[config.mk]
export PLATFORM = sky130hd
export DESIGN_NAME = display_capture_flat
export DESIGN_NICKNAME = d
export VERILOG_FILES = /design/src/rtl/display_capture_if.sv /design/src/rtl/display_capture.sv /design/src/flat_wrapper.sv
export SDC_FILE = /design/constraint.sdc
export NUM_CORES = 1
export LEC_CHECK = 0
export ABC_AREA = 1
export CAP_MARGIN = 20
export CORE_MARGIN = 5
export CORE_UTILIZATION = 50
export DETAILED_ROUTE_END_ITERATION = 6
export DONT_BUFFER_PORTS = 1
export GPL_TIMING_DRIVEN = 0
export PLACE_DENSITY_LB_ADDON = 0.2
export SLEW_MARGIN = 10
export SYNTH_ARGS = -nofsm -noshare
export SYNTH_HDL_FRONTEND = slang
export SYNTH_SLANG_ARGS = --single-unit
export TNS_END_PERCENT = 50
[constraint.sdc]
create_clock -name inc -period 2.6 [get_ports inc]
set_input_delay 0.65 -clock inc [delete_from_list [all_inputs] [get_ports inc]]
set_output_delay 0.65 -clock inc [all_outputs]
set_load 0.02 [all_outputs]
[src/rtl/display_capture_if.sv]
// display_capture_if -- scanned display bus shared by the multiplexed
// display driver and the display_capture monitor.
//   digit_select : 4-bit one-hot digit enable (polarity set by the capture side)
//   digit_value  : hex nibble of the currently selected digit
//   count        : last completely captured 16-bit value
//   valid        : one-cycle pulse when count is updated
//   frame_err    : one-cycle pulse on a scan protocol violation
//   digits_seen  : digits accepted so far in the current frame
// master = driver side, slave = capture side.
interface display_capture_if;
   logic [3:0]  digit_select;
   logic [3:0]  digit_value;
   logic [15:0] count;
   logic        valid;
   logic        frame_err;
   logic [3:0]  digits_seen;

   modport master (
      output digit_select, digit_value,
      input  count, valid, frame_err, digits_seen
   );

   modport slave (
      input  digit_select, digit_value,
      output count, valid, frame_err, digits_seen
   );
endinterface

[src/rtl/display_capture.sv]
// display_capture -- watches a scanned four-digit display bus, rebuilds the
// 16-bit value being shown and publishes it once per complete in-order frame.
//   inc   : clock, all state updates on its rising edge
//   reset : asynchronous active-low reset
//   bus   : display_capture_if.slave (digit_select/digit_value in,
//           count/valid/frame_err/digits_seen out)
// Parameters:
//   ACTIVE_LOW    : 1 = select is one-hot active-low, 0 = active-high
//   STABLE_CYCLES : 1..15 unchanged samples needed before a digit is accepted
module display_capture #(
   parameter bit          ACTIVE_LOW    = 1'b1,
   parameter int unsigned STABLE_CYCLES = 1
) (
   input  logic             inc,
   input  logic             reset,
   display_capture_if.slave bus
);

   localparam logic [3:0] BLANK    = ACTIVE_LOW ? 4'hF : 4'h0;
   localparam logic [4:0] STAB_TGT = 5'(STABLE_CYCLES);
   // Counter saturates one above the largest legal target so an acceptance
   // fires only once per continuous hold.
   localparam logic [4:0] STAB_MAX = 5'd16;

   typedef enum logic {IDLE, CAPTURE} state_t;

   // input stage
   logic [3:0]  sel_q;
   logic [3:0]  val_q;
   logic [4:0]  stab_q, stab_d;

   // decode
   logic [3:0]  norm;
   logic        is_blank;
   logic        is_multi;
   logic [1:0]  idx;
   logic        accept;
   logic        multi_new;

   // frame state
   state_t      state_q;
   logic [1:0]  expect_q;
   logic [11:0] nib_q;       // {nib2, nib1, nib0}, shifted in as digits arrive
   logic [15:0] count_q;
   logic        valid_q;
   logic        err_q;
   logic [3:0]  seen_q;

   // Stability counter tracks the hold length of the value being loaded into
   // sel_q, so stab_q always pairs with the current sel_q. Blanking holds it.
   always_comb begin
      stab_d = stab_q;
      if (bus.digit_select != sel_q) begin
         stab_d = 5'd1;
      end else if (sel_q != BLANK && stab_q != STAB_MAX) begin
         stab_d = stab_q + 5'd1;
      end
   end

   always_ff @(posedge inc or negedge reset) begin
      if (!reset) begin
         sel_q  <= BLANK;
         val_q  <= '0;
         stab_q <= '0;
      end else begin
         sel_q  <= bus.digit_select;
         val_q  <= bus.digit_value;
         stab_q <= stab_d;
      end
   end

   always_comb begin
      norm     = ACTIVE_LOW ? ~sel_q : sel_q;
      is_blank = (norm == '0);
      is_multi = !is_blank && ((norm & (norm - 4'd1)) != '0);
      idx      = 2'd0;
      unique case (norm)
         4'b0010: idx = 2'd1;
         4'b0100: idx = 2'd2;
         4'b1000: idx = 2'd3;
         default: idx = 2'd0;
      endcase
      accept    = !is_blank && !is_multi && (stab_q == STAB_TGT);
      // A multi-hot value errors on its first sample, whatever the stability target.
      multi_new = is_multi && (stab_q == 5'd1);
   end

   always_ff @(posedge inc or negedge reset) begin
      if (!reset) begin
         state_q  <= IDLE;
         expect_q <= '0;
         nib_q    <= '0;
         count_q  <= '0;
         valid_q  <= 1'b0;
         err_q    <= 1'b0;
         seen_q   <= '0;
      end else begin
         valid_q <= 1'b0;
         err_q   <= 1'b0;
         if (multi_new) begin
            err_q   <= 1'b1;
            seen_q  <= '0;
            state_q <= IDLE;
         end else if (accept) begin
            unique case (state_q)
               IDLE: begin
                  if (idx == 2'd0) begin
                     nib_q    <= {val_q, 8'h00};
                     seen_q   <= 4'b0001;
                     expect_q <= 2'd1;
                     state_q  <= CAPTURE;
                  end
               end
               CAPTURE: begin
                  if (idx == 2'd0) begin
                     // scan restarted early: flag it and begin a new frame
                     err_q    <= 1'b1;
                     nib_q    <= {val_q, 8'h00};
                     seen_q   <= 4'b0001;
                     expect_q <= 2'd1;
                  end else if (idx == expect_q) begin
                     if (idx == 2'd3) begin
                        count_q <= {val_q, nib_q};
                        valid_q <= 1'b1;
                        seen_q  <= '0;
                        state_q <= IDLE;
                     end else begin
                        nib_q    <= {val_q, nib_q[11:4]};
                        seen_q   <= seen_q | norm;
                        expect_q <= expect_q + 2'd1;
                     end
                  end else begin
                     err_q   <= 1'b1;
                     seen_q  <= '0;
                     state_q <= IDLE;
                  end
               end
               default: state_q <= IDLE;
            endcase
         end
      end
   end

   assign bus.count       = count_q;
   assign bus.valid       = valid_q;
   assign bus.frame_err   = err_q;
   assign bus.digits_seen = seen_q;

endmodule

[src/flat_wrapper.sv]
// flat-port wrapper written by rule: the top's interface ports become plain ports
module display_capture_flat 
#(
   parameter bit          ACTIVE_LOW    = 1'b1,
   parameter int unsigned STABLE_CYCLES = 1
)
  (inc, reset, bus_digit_select, bus_digit_value, bus_count, bus_valid, bus_frame_err, bus_digits_seen);
  display_capture_if bus_i ();
  input  logic inc;
  input  logic reset;
  input wire logic [$bits(bus_i.digit_select)-1:0] bus_digit_select;
  input wire logic [$bits(bus_i.digit_value)-1:0] bus_digit_value;
  output wire logic [$bits(bus_i.count)-1:0] bus_count;
  output wire logic [$bits(bus_i.valid)-1:0] bus_valid;
  output wire logic [$bits(bus_i.frame_err)-1:0] bus_frame_err;
  output wire logic [$bits(bus_i.digits_seen)-1:0] bus_digits_seen;
  assign bus_i.digit_select = bus_digit_select;
  assign bus_i.digit_value = bus_digit_value;
  assign bus_count = bus_i.count;
  assign bus_valid = bus_i.valid;
  assign bus_frame_err = bus_i.frame_err;
  assign bus_digits_seen = bus_i.digits_seen;
  display_capture #(.ACTIVE_LOW(ACTIVE_LOW), .STABLE_CYCLES(STABLE_CYCLES)) u_core (.inc(inc), .reset(reset), .bus(bus_i));
endmodule
==> flow_summary.yaml <==
sta:
  final.setup_skew_ns: 0.00489
  setup_tns_ns: 0
  slew_headroom_pct: 82.3
  rsz0062_at_grt: "no"
  finalWorstSetupSlack_ns: 0.785
  timing.fmax_mhz: 551
  tightest_slew_ns: 0.266
  setup_viol_count_final: 0
  maxSlewViolCount: 0
  holdWs_ns: 0.0311
  min_period_ns: 1.82
  hold_viol: 0
  fin_crit_sh_pct: 69.8
final_layout:
  drive_gt1_share_pct: 18.1
  final_cells: 341
  final_area_um2: 2540
  n_antenna_cell: 0
  syn_to_final_growth_pct: 6.33
  layout.nets: 300
  final_util_pct: 54.2
  fillers: 431
detailed_routing:
  vias: 1683
  drt_iter0_drc: 117
  first_pass_iters: 4
  antenna_left: 0
  drcViolationCount: 0
  drt-vias-per-instance: 4.94
  wirelength_mm: 4.49
  wire_per_inst_um: 13.2
logic_synthesis:
  synth_edf_count: 0
  yosysMostFrequentCell: "nand2_1"
  synth_top_cell_area_share_pct: 48.1
  synth_cells: 280
  ys_top_cells_by_area: "dfrtp_1, nand2_1, inv_1"
  synth-async-reset-ratio_pct: 100
  synth_top_cell_by_area: "dfrtp_1"
  yosys_warnings: 0
  ys_seq_elements: 50
  synth_area_um2: 2390
  seq_area_frac_synth_pct: 52.5
  yosys_most_used_dff: "dfrtp_1"
  syn_nets: 293
  yosysUniqueCellTypes: 28
  yosys-top-cells-count: "nand2_1, dfrtp_1, inv_1"
  syn_avg_cell_area_um2: 8.54
clock_tree:
  ctsLongestPathBuffers: 2
  cts_htree_levels: 2
  cts_setup_buffers: 0
  hold_buffers: 0
  clockRootBuffer: "clkbuf_8"
  cts.sinks: 50
  path_clk_slew_ns: 0.09
  clk_latency_ns: 0.30
  cts_buffers: 5
  tritoncts: "done"
  cts.repair.resized: 0
setup_path:
  worstReg2RegEnd: "u_core.expect_q[1]"
  r2r_start: "u_core.stab_q[1]"
  crit_type: "register to register"
  crit_start: "u_core.stab_q[1]"
  end_kind: "register"
  r2r_slack_ns: 0.78
  required_ns: 2.80
  cp_max_fo: 10
  r2r_cells: 12
  cp.arrival_ns: 2.02
  start_kind: "register"
global_route:
  track_usage_pct: 16.7
  grt_overflow: 0
  grt_pass1_wl_mm: 8.18
  antenna_found_initial: 0
  grt_max_degree: 51
  grt_pass1_vias: 1750
power:
  powerDensity_nw_per_um2: 593
  clock_power_share_pct: 29.7
  switching_share_pct: 28.7
  seq_power_share_pct: 57.6
  netSwitchingPower_mw: 0.433
  vdd_ir_drop_max_mv: 0.276
  comb_power_share_pct: 12.7
  cellInternalPower_mw: 1.07
  fin_total_pwr_mw: 1.51
  cellLeakagePower_nw: 1.28
place:
  place_area_um2: 2460
  dp_cells: 334
  dp.final_hpwl_mm: 3.09
  place_ws_ns: 0.798
  port_buffers: 0
  globalplace.congestion: 0.797
die:
  coreArea_um2: 4690
  die_x_um: 79.2
  start_util_pct: 51.0
  ios: 32
  num_rows: 25
  die_h_um: 79.2
  dieArea_um2: 6260
job:
  cap_violations: 0
hold_path:
  hold_class: "primary input to asynchronous set/reset pin"
run_status:
  status: "finished clean"
-- placed cells by master, fill, tap and decap left out --
master / Yosys / final
or2_2: 1 / 1
nand2_2: 18 / 18
buf_2: 3 / 3
o21ai_1: 3 / 3
clkbuf_8: 0 / 5
buf_4: 1 / 1
nand3_1: 24 / 24
nor2_2: 5 / 5
ha_1: 3 / 3
o21ai_0: 15 / 15
nor2_1: 31 / 31
clkinv_1: 2 / 2
nor3_1: 1 / 1
a21oi_1: 3 / 3
buf_6: 2 / 2
a211oi_1: 1 / 1
inv_2: 3 / 3
clkinvlp_4: 0 / 2
inv_1: 33 / 33
nand2_1: 68 / 68
nor2_8: 2 / 2
xnor2_1: 1 / 1
nand3b_1: 1 / 1
o21ai_2: 1 / 1
nand3b_4: 1 / 1
clkbuf_2: 1 / 1
dfrtp_1: 46 / 46
xor2_1: 3 / 3
dfstp_2: 4 / 4
nand2_4: 3 / 3
-- flip-flops by register name, summed over array words and instances (netlist names) --
name	flops
u_core.bus.valid	1
u_core.bus.count	16
u_core.bus.digits_seen	4
u_core.stab_q	5
u_core.sel_q	4
u_core.bus.frame_err	1
u_core.state_q	1
u_core.nib_q	12
u_core.val_q	4
u_core.expect_q	2
-- routing by layer --
| layer | part of all wire, % | GRT usage [%] | wire length (um) |
|---|---|---|---|
| met3 | 4.2 | 4.54 | 190 |
| met5 | 0 | 0 | 0 |
| met4 | 1.5 | 5.67 | 68 |
| met2 | 47 | 26.9 | 2090 |
| met1 | 48 | 21.6 | 2130 |
-- how the worst max path moves through the flow --
stage | endpoint | cells past startpoint
6_report | u_core.expect_q[1] | 12
2_1_floorplan | u_core.expect_q[1] | 12
3_3_place_gp | u_core.expect_q[1] | 12
4_1_cts | u_core.expect_q[1] | 12
3_5_place_dp | u_core.nib_q[7] | 12
5_1_grt | u_core.nib_q[8] | 12
-- worst max-delay path: stages, from the launching register on --
cell	delay, ns
dfrtp_1	0.40
inv_1	0.10
ha_1	0.15
nand2_1	0.06
nor2_2	0.13
nand2_2	0.11
nor2_8	0.18
nand2_4	0.09
nor2_8	0.14
nand2_4	0.09
buf_6	0.16
nand2_2	0.06
nand2_2	0.04
-- logic make-up (layout without fill, tap and decap cells) --
group | after synthesis | after routing | synth area share [%]
XOR/XNOR | 4 | 4 | 1.47
buffers and inverters | 45 | 52 | 8.06
flip-flops | 50 | 50 | 52.5
adder cells (fa/ha/maj) | 3 | 3 | 1.57
AO/OA/AOI/OAI | 23 | 23 | 5.08
AND/OR/NAND/NOR | 155 | 155 | 31.3
-- cell type report --
class	count	area [um^2]	share of cell area (%)
buffer	7	50.0	1.97
tap	54	67.6	2.66
clock buffer	5	68.8	2.71
clock inverter	2	15.0	0.591
multi-input combinational	185	942	37.1
sequential	50	1260	49.4
inverter	38	143	5.61
-- power by group through the flow --
stage,Sequential [mW],Clock [mW],Combinational [mW]
after floorplan,0.874,0,0.161
after global placement,0.883,0,0.188
after detailed placement,0.883,0,0.191
after CTS,0.868,0.463,0.194
after global routing,0.876,0.496,0.220
final,0.868,0.448,0.192
(Power assumes the default switching activity.)
